[src/rtl/exe_branch_unit.sv]
// Branch/JAL/JALR resolver: br_* registered one cycle after accept, link results queued for the CDB.
// Redirects never stall; issue backpressure comes only from the link FIFO (in_ready = count < DEPTH).
module exe_branch_unit #(
  parameter int XLEN  = 32,
  parameter int TAG_W = 6,
  parameter int DEPTH = 4
) (
  input  logic             clk,
  input  logic             rst_n,
  input  logic             flush,
  input  logic             in_valid,
  output logic             in_ready,
  input  logic [9:0]       in_inst,
  input  logic [TAG_W-1:0] in_tag,
  input  logic [XLEN-1:0]  in_opr1,
  input  logic [XLEN-1:0]  in_opr2,
  input  logic [XLEN-1:0]  in_addr,
  output logic             br_valid,
  output logic [TAG_W-1:0] br_tag,
  output logic             br_taken,
  output logic [XLEN-1:0]  br_target,
  output logic             br_misalign,
  output logic             br_illegal,
  output logic             cdb_valid,
  input  logic             cdb_grant,
  output logic [TAG_W-1:0] cdb_tag,
  output logic [XLEN-1:0]  cdb_data
);

  localparam int PTR_W = $clog2(DEPTH);
  localparam int CNT_W = PTR_W + 1;

  localparam logic [6:0] CLS_JALR   = 7'b1000000;
  localparam logic [6:0] CLS_JAL    = 7'b0100000;
  localparam logic [6:0] CLS_BRANCH = 7'b0000000;

  logic [6:0]      cls;
  logic [2:0]      funct3;
  logic            is_jalr, is_jal, is_branch, legal;
  logic            accept, push, pop;
  logic            cond_taken;
  logic [XLEN-1:0] sum;
  logic            res_taken;
  logic [XLEN-1:0] res_target;

  logic             br_valid_q, br_valid_d;
  logic [TAG_W-1:0] br_tag_q, br_tag_d;
  logic             br_taken_q, br_taken_d;
  logic [XLEN-1:0]  br_target_q, br_target_d;
  logic             br_misalign_q, br_misalign_d;
  logic             br_illegal_q, br_illegal_d;

  logic [CNT_W-1:0] count_q, count_d;
  logic [PTR_W-1:0] wr_ptr_q, wr_ptr_d;
  logic [PTR_W-1:0] rd_ptr_q, rd_ptr_d;
  logic [TAG_W-1:0] tag_mem [DEPTH];
  logic [XLEN-1:0]  data_mem [DEPTH];

  assign cls       = in_inst[9:3];
  assign funct3    = in_inst[2:0];
  assign in_ready  = (count_q < CNT_W'(DEPTH));
  assign accept    = in_valid & in_ready & ~flush;
  assign cdb_valid = (count_q != '0);
  assign pop       = cdb_valid & cdb_grant;

  always_comb begin
    is_jalr    = (cls == CLS_JALR);
    is_jal     = (cls == CLS_JAL);
    is_branch  = (cls == CLS_BRANCH);
    sum        = in_opr1 + in_opr2;
    cond_taken = 1'b0;
    legal      = is_jalr | is_jal;
    case (funct3)
      3'b000:  cond_taken = (in_opr1 == in_opr2);
      3'b001:  cond_taken = (in_opr1 != in_opr2);
      3'b100:  cond_taken = ($signed(in_opr1) <  $signed(in_opr2));
      3'b101:  cond_taken = ($signed(in_opr1) >= $signed(in_opr2));
      3'b110:  cond_taken = (in_opr1 <  in_opr2);
      3'b111:  cond_taken = (in_opr1 >= in_opr2);
      default: cond_taken = 1'b0;
    endcase
    if (is_branch && funct3 != 3'b010 && funct3 != 3'b011) legal = 1'b1;

    res_taken  = 1'b0;
    res_target = '0;
    if (legal) begin
      if (is_jalr) begin
        res_taken  = 1'b1;
        res_target = {sum[XLEN-1:1], 1'b0};
      end else if (is_jal) begin
        res_taken  = 1'b1;
        res_target = sum;
      end else begin
        res_taken  = cond_taken;
        res_target = in_addr;
      end
    end
  end

  // Only legal jumps with a real destination produce a link writeback.
  assign push = accept & legal & (is_jal | is_jalr) & (in_tag != '0);

  always_comb begin
    br_valid_d    = 1'b0;
    br_tag_d      = '0;
    br_taken_d    = 1'b0;
    br_target_d   = '0;
    br_misalign_d = 1'b0;
    br_illegal_d  = 1'b0;
    if (accept) begin
      br_valid_d    = 1'b1;
      br_tag_d      = in_tag;
      br_taken_d    = res_taken;
      br_target_d   = res_target;
      br_misalign_d = res_taken & (res_target[1:0] != 2'b00);
      br_illegal_d  = ~legal;
    end
  end

  always_comb begin
    count_d  = count_q;
    wr_ptr_d = wr_ptr_q;
    rd_ptr_d = rd_ptr_q;
    if (flush) begin
      count_d  = '0;
      wr_ptr_d = '0;
      rd_ptr_d = '0;
    end else begin
      if (push) wr_ptr_d = wr_ptr_q + 1'b1;
      if (pop)  rd_ptr_d = rd_ptr_q + 1'b1;
      if (push && !pop)      count_d = count_q + CNT_W'(1);
      else if (!push && pop) count_d = count_q - CNT_W'(1);
    end
  end

  always_ff @(posedge clk or negedge rst_n) begin
    if (!rst_n) begin
      br_valid_q    <= 1'b0;
      br_tag_q      <= '0;
      br_taken_q    <= 1'b0;
      br_target_q   <= '0;
      br_misalign_q <= 1'b0;
      br_illegal_q  <= 1'b0;
      count_q       <= '0;
      wr_ptr_q      <= '0;
      rd_ptr_q      <= '0;
    end else begin
      br_valid_q    <= br_valid_d;
      br_tag_q      <= br_tag_d;
      br_taken_q    <= br_taken_d;
      br_target_q   <= br_target_d;
      br_misalign_q <= br_misalign_d;
      br_illegal_q  <= br_illegal_d;
      count_q       <= count_d;
      wr_ptr_q      <= wr_ptr_d;
      rd_ptr_q      <= rd_ptr_d;
    end
  end

  // Storage needs no reset: reads are masked by cdb_valid.
  always_ff @(posedge clk) begin
    if (push) begin
      tag_mem[wr_ptr_q]  <= in_tag;
      data_mem[wr_ptr_q] <= in_addr;
    end
  end

  assign br_valid    = br_valid_q;
  assign br_tag      = br_tag_q;
  assign br_taken    = br_taken_q;
  assign br_target   = br_target_q;
  assign br_misalign = br_misalign_q;
  assign br_illegal  = br_illegal_q;
  assign cdb_tag     = cdb_valid ? tag_mem[rd_ptr_q]  : '0;
  assign cdb_data    = cdb_valid ? data_mem[rd_ptr_q] : '0;

endmodule

[config.mk]
export PLATFORM = sky130hd
export DESIGN_NAME = exe_branch_unit
export DESIGN_NICKNAME = d
export VERILOG_FILES = /design/src/rtl/exe_branch_unit.sv
export SDC_FILE = /design/constraint.sdc
export NUM_CORES = 1
export LEC_CHECK = 0
export CAP_MARGIN = 20
export CORE_MARGIN = 2
export CORE_UTILIZATION = 45
export CTS_BUF_LIST = sky130_fd_sc_hd__clkbuf_8
export DETAILED_ROUTE_END_ITERATION = 10
export PLACE_DENSITY = 0.83
export SLEW_MARGIN = 20
export SYNTH_ARGS = -nofsm -noshare
export SYNTH_HDL_FRONTEND = slang
export SYNTH_SLANG_ARGS = --single-unit
export TNS_END_PERCENT = 50
[constraint.sdc]
create_clock -name clk -period 5.65 [get_ports clk]
set_clock_uncertainty 0.15 [all_clocks]
set_input_delay 0.8475 -clock clk [delete_from_list [all_inputs] [get_ports clk]]
set_output_delay 0.8475 -clock clk [all_outputs]
set_load 0.01 [all_outputs]
==> results of run 1 <==
## worst max-delay path by stage
stage / startpoint / slack [ns] / endpoint / cells past startpoint
after floorplan: in_opr2[6] / 2.33 / br_target[31] / 11
after global placement: in_opr2[13] / 1.52 / br_misalign / 12
after detailed placement: in_opr2[14] / 1.47 / br_target[29] / 12
after CTS: rd_ptr_q[0] / 1.44 / cdb_data[8] / 4
after global routing: rd_ptr_q[0] / 1.31 / cdb_data[8] / 4
final: rd_ptr_q[0] / 1.54 / cdb_data[4] / 4
## worst max-delay path, delay by kind of cell (launching register included)
family,cells,cell delay [ns]
buffers and inverters,2,0.98
DFF,1,0.87
and+or+nand+nor,1,0.15
muxes,1,0.56
## per-layer routing
metal	routed length (um)	vias to the layer above	part of all wire	track usage
met5	0	-	0	0
met4	481	0	0.020	0.0520
met3	1020	37	0.042	0.0193
met2	12000	208	0.49	0.347
met1	10900	3288	0.45	0.281
li1	-	3238	-	-
## cells by family after synthesis
logic type,synth area share
xor+xnor,0.0308
buf+inv,0.0350
mux,0.0875
compound gates,0.0932
flops,0.566
fa+ha+maj,0.0858
simple gates,0.102
## stage by stage
stage	instance area, um^2	util	worst slack, ns	hold WS, ns
6_report	13000	0.578	1.54	0.294
5_1_grt	13000	0.578	1.31	0.326
4_1_cts	13000	0.578	1.44	0.314
3_5_place_dp	12500	0.556	1.47	0.434
3_3_place_gp	12500	0.556	1.52	0.418
2_1_floorplan	10200	-	2.33	0.382
## state kept, by name, indices dropped and copies added, names as in the netlist
| signal | count |
|---|---|
| data_mem | 128 |
| br_taken | 1 |
| tag_mem | 24 |
| count_q | 3 |
| rd_ptr_q | 2 |
| wr_ptr_q | 2 |
| br_target | 32 |
| br_valid | 1 |
| br_tag | 6 |
| br_misalign | 1 |
| br_illegal | 1 |
## final cells by class
class,instances,area [um^2],area share
Clock inverter,24,95.1,0.00731
Tap cell,285,357,0.0274
Multi-Input combinational cell,478,4110,0.316
Clock buffer,29,399,0.0307
Timing Repair Buffer,203,2010,0.155
Sequential cell,201,5790,0.445
Inverter,63,236,0.0182
## where the power goes
part           switching (uW)  internal (uW)  leakage (uW)  total [uW]
sequential               60.5           1610       0.00204        1670
combinational             526            617       0.00255        1140
clock                     510            477      0.000316         986
total                    1100           2700       0.00491        3800
## synth_stat cells, drive strengths merged (9+ instances only)
master,n,area (um^2)
a211oi,27,208
mux4,38,856
inv,63,236
clkbuf,21,78.8
nand2,21,78.8
a21oi,45,233
xnor2,28,245
buf,10,42.5
nor2b,49,307
o21ai,10,53.8
ha,67,838
nor2,62,233
nand2b,9,56.3
o31ai,10,80.1
edfxtp,152,4560
and2,11,68.8
dfrtp,49,1230
==> results.yml, run 1 <==
outcome:
  run_status: "completed"
floorplan:
  num_rows: 55
  die_width_um: 155
  floorplan.die.height_um: 155
  floorplan.die_area_um2: 24000
  io_pins: 199
  core_um2: 22500
  start_util: 0.455
cts:
  clk_pin_slew_worst_paths_ns: 0.06
  tritoncts: "built"
  cts_inserted_buffers: 29
  post_cts_resize_count: 0
  htree_levels: 1
  root_buffer: "clkbuf_8"
  cts.repair_timing.setup_buffer_count: 0
  worstSkewPairLatency_ns: 0.53
  cts_max_path_buffers: 3
  cts_sinks: 201
  number_of_hold_repair_buffers_added_at_the_cts_stage: 0
cells_and_area:
  drive_above_1_share: 0.107
  final_common_cell: "clkdlybuf4s50_1"
  nFillCells: 1763
  count_of_inserted_antenna_diode_cells: 0
  final_cells: 1283
  layout.nets: 1162
  most-common-layout-cells: "clkdlybuf4s50_1, edfxtp_1, inv_1, ha_1, nor2_1"
  area_growth_pct: 27.0
worst_setup_path:
  r2r-end: "data_mem[0][6]"
  start_kind: "flip-flop"
  cp_max_fo: 23
  worst-endpoint-arrival_ns: 3.11
  worstPathCellList: "buf_4, mux4_2, nor2b_1, clkdlybuf4s50_1"
  r2r_setup_slack_ns: 2.90
  critPathMaxStageDelay_ns: 0.87
  crit_type: "flip-flop to output pin"
  worst_r2r_path_depth: 4
  worst_path_max_delay_cell: "dfrtp_2"
  worstReg2RegStart: "count_q[2]"
  cp-end-kind: "output pin"
  cp_data_required_time_ns: 4.65
timing:
  setup_viol: 0
  relSlewSlack: 0.294
  post-route-min-period_ns: 4.11
  rsz0062_at_grt: "false"
  fin_tns_setup_ns: 0
  final-max-slew-violation-count: 0
  final_min_period_over_clock_period: 0.727
  hold_violations: 0
  worst-slew-pin-transition_ns: 1.06
  clock.fmax_ghz: 0.244
power_and_ir_drop:
  pwr_density_cell_nw_per_um2: 292
  report.power.total_uw: 3800
  p_leak_uw: 0.00491
  irDropWorstVdd_v: 0.000148
placed_design:
  placed_cells_incl_taps: 1230
  port_buffers: 198
  detailed_place_hpwl_um: 17800
  routability_congestion_estimate: 0.873
grt:
  grt_antenna_before_repair: 0
  grt_residual_overflow: 0
  grt_use_total: 0.203
  first_pass_grt_wire_length_um: 37800
  grt_start_max_net_pins: 56
  first_global_vias: 6830
logic_synthesis:
  synth.lib_cells_used.distinct: 66
  post_synthesis_area_per_instance_um2: 13.2
  number_of_enable_flip_flop_cells_after_synthesis: 152
  yosysSeqAreaShare: 0.566
  yosysWarnings: 0
  mappedNetlistNets: 959
  syn-instance-count: 773
  synth_area_um2: 10200
  ys.flop_type: "edfxtp_1"
  share_of_flip_flops_with_an_asynchronous_set_or_reset_after_synthesis: 0.244
  postSynthRegisterBits: 201
routing:
  routed_wire_length_per_instance_um: 19.0
  detail_route_antenna_nets: 0
  drt_wirelength_um: 24400
  post_drt_via_cell_ratio: 5.28
  drt_first_iter_violations: 375
  drt-pass1-iter-count: 5
  drc: 0
  detailroute.via_count: 6771
run:
  max-cap-violations: 0
hold_path:
  worst_min_delay_path_category: "primary input to asynchronous set/reset pin"
(Power assumes the default switching activity.)
==> run 2: changes to the inputs <==
clock period = 4.3 ns   (was 5.65 ns; I/O delays follow)
==> results.yml, run 2 (synthesized netlist as in run 1, its figures left out) <==
worst_setup_path:
  cp-end-kind: "output pin"
  critPathMaxStageDelay_ns: 0.70
  worstPathCellList: "buf_12, mux4_2, nor2b_1, clkdlybuf4s50_1"
  crit_type: "flip-flop to output pin"
  cp_max_fo: 26
  worstPathBufferInverterCount: 2
  worst-endpoint-arrival_ns: 2.76
  r2r_setup_slack_ns: 1.78
  cp_data_required_time_ns: 3.50
  worst_path_max_delay_cell: "dfrtp_2"
  start_kind: "flip-flop"
  cpLargestDelayFamily: "buffers and inverters"
grt:
  first_pass_grt_wire_length_um: 37100
  grt.busiest_layer: "met2"
  met1_usage: 0.277
  groute.layer.met3.usage: 0.0213
  global_route.usage.met2: 0.339
  grt_use_total: 0.200
  first_global_vias: 6736
  grt_start_max_net_pins: 56
  grt_antenna_before_repair: 0
  grt_residual_overflow: 0
cells_and_area:
  multi_input_comb_area_um2: 4100
  final_cells: 1290
  most-common-layout-cells: "clkdlybuf4s50_1, edfxtp_1, inv_1, ha_1, nor2_1"
  seq_area_um2: 5790
  final_common_cell: "clkdlybuf4s50_1"
  layout.core_utilization: 0.587
  nFillCells: 1790
  layout.nets: 1169
  stdcell_area_um2: 13200
  drive_above_1_share: 0.118
  largest_register_ff_count: 128
  count_of_inserted_antenna_diode_cells: 0
  area_growth_pct: 28.9
  max_flop_register: "data_mem"
cts:
  post_cts_resize_count: 0
  cts_sinks: 201
  root_buffer: "clkbuf_8"
  clk_pin_slew_worst_paths_ns: 0.07
  cts_inserted_buffers: 29
  tritoncts: "built"
  number_of_hold_repair_buffers_added_at_the_cts_stage: 0
  worstSkewPairLatency_ns: 0.54
  cts_max_path_buffers: 3
  cts.repair_timing.setup_buffer_count: 0
  htree_levels: 1
routing:
  drc: 0
  detailroute.via_count: 6780
  post_drt_via_cell_ratio: 5.26
  routed_wire_length_per_instance_um: 18.7
  drt-pass1-iter-count: 7
  drt_first_iter_violations: 345
  detail_route_antenna_nets: 0
  drt_wirelength_um: 24200
hold_path:
  worst_min_delay_path_category: "primary input to asynchronous set/reset pin"
timing:
  hold_violations: 0
  fin_hold_ws_ns: 0.0849
  final_min_period_over_clock_period: 0.828
  relSlewSlack: 0.364
  final-max-slew-violation-count: 0
  setup_viol: 0
  fin_tns_setup_ns: 0
  post-route-min-period_ns: 3.56
  worst-slew-pin-transition_ns: 0.954
  rsz0062_at_grt: "false"
  clock.fmax_ghz: 0.281
run:
  max-cap-violations: 0
floorplan:
  floorplan.die_area_um2: 24000
  io_pins: 199
  start_util: 0.455
  die_width_um: 155
  num_rows: 55
  core_um2: 22500
  floorplan.die.height_um: 155
outcome:
  run_status: "completed"
power_and_ir_drop:
  p_leak_uw: 0.00497
  pwr_density_cell_nw_per_um2: 393
  irDropWorstVdd_v: 0.000383
placed_design:
  port_buffers: 198
  postPlaceCellArea_um2: 12600
  detailed_place_hpwl_um: 17700
  routability_congestion_estimate: 0.845
  placed_cells_incl_taps: 1237
==> run 2: cell count changes in the layout (fill, tap and decap cells not counted) <==
cell / change
buf_12: +5
clkbuf_8: +3
clkinvlp_4: +2
nand2_2: -1
nor3_2: +1
clkinv_1: +1
nand2_1: +1
inv_1: -7
buf_4: +2
clkinv_2: -1
bufinv_16: +2
nor3_4: -1
==> run 2: path summary, 6_finish.rpt <==
| check | startpoint | to | cells after the start |
|---|---|---|---|
| worst max register to register | count_q[2] | data_mem[2][8] | 4 |
| worst max-delay path | rd_ptr_q[0] | cdb_data[23] | 4 |
| worst min register to register | wr_ptr_q[0] | wr_ptr_q[0] | 2 |
| worst min-delay path | rst_n | rd_ptr_q[0] | 2 |
| max in group asynchronous | rst_n | rd_ptr_q[1] | 2 |
| min in group clk | wr_ptr_q[0] | wr_ptr_q[0] | 2 |
==> run 2: layer usage <==
metal  vias up  share of wire
li1       3249              -
met1      3306           0.44
met2       195           0.50
met3        30          0.042
met4         0          0.018
met5         -              0
==> run 2: area by class of cell <==
| type | instances | area share |
|---|---|---|
| timing repair buffer | 210 | 0.161 |
| clock inverter | 21 | 0.0108 |
| inverter | 63 | 0.0179 |
| sequential | 201 | 0.439 |
| tap | 285 | 0.0270 |
| multi-input combinational | 478 | 0.311 |
| clock buffer | 32 | 0.0334 |
==> run 2: stage by stage <==
| stage | worst slack, ns | power [uW] |
|---|---|---|
| 2_1_floorplan | 1.18 | 3030 |
| 3_3_place_gp | 0.390 | 3730 |
| 3_5_place_dp | 0.314 | 3760 |
| 4_1_cts | 0.656 | 5250 |
| 5_1_grt | 0.565 | 5440 |
| 6_report | 0.741 | 5190 |
==> run 2: where the power goes <==
part / internal, uW / switching, uW
registers: 2110 / 60.1
clock network: 804 / 690
logic: 826 / 698
total: 3740 / 1450
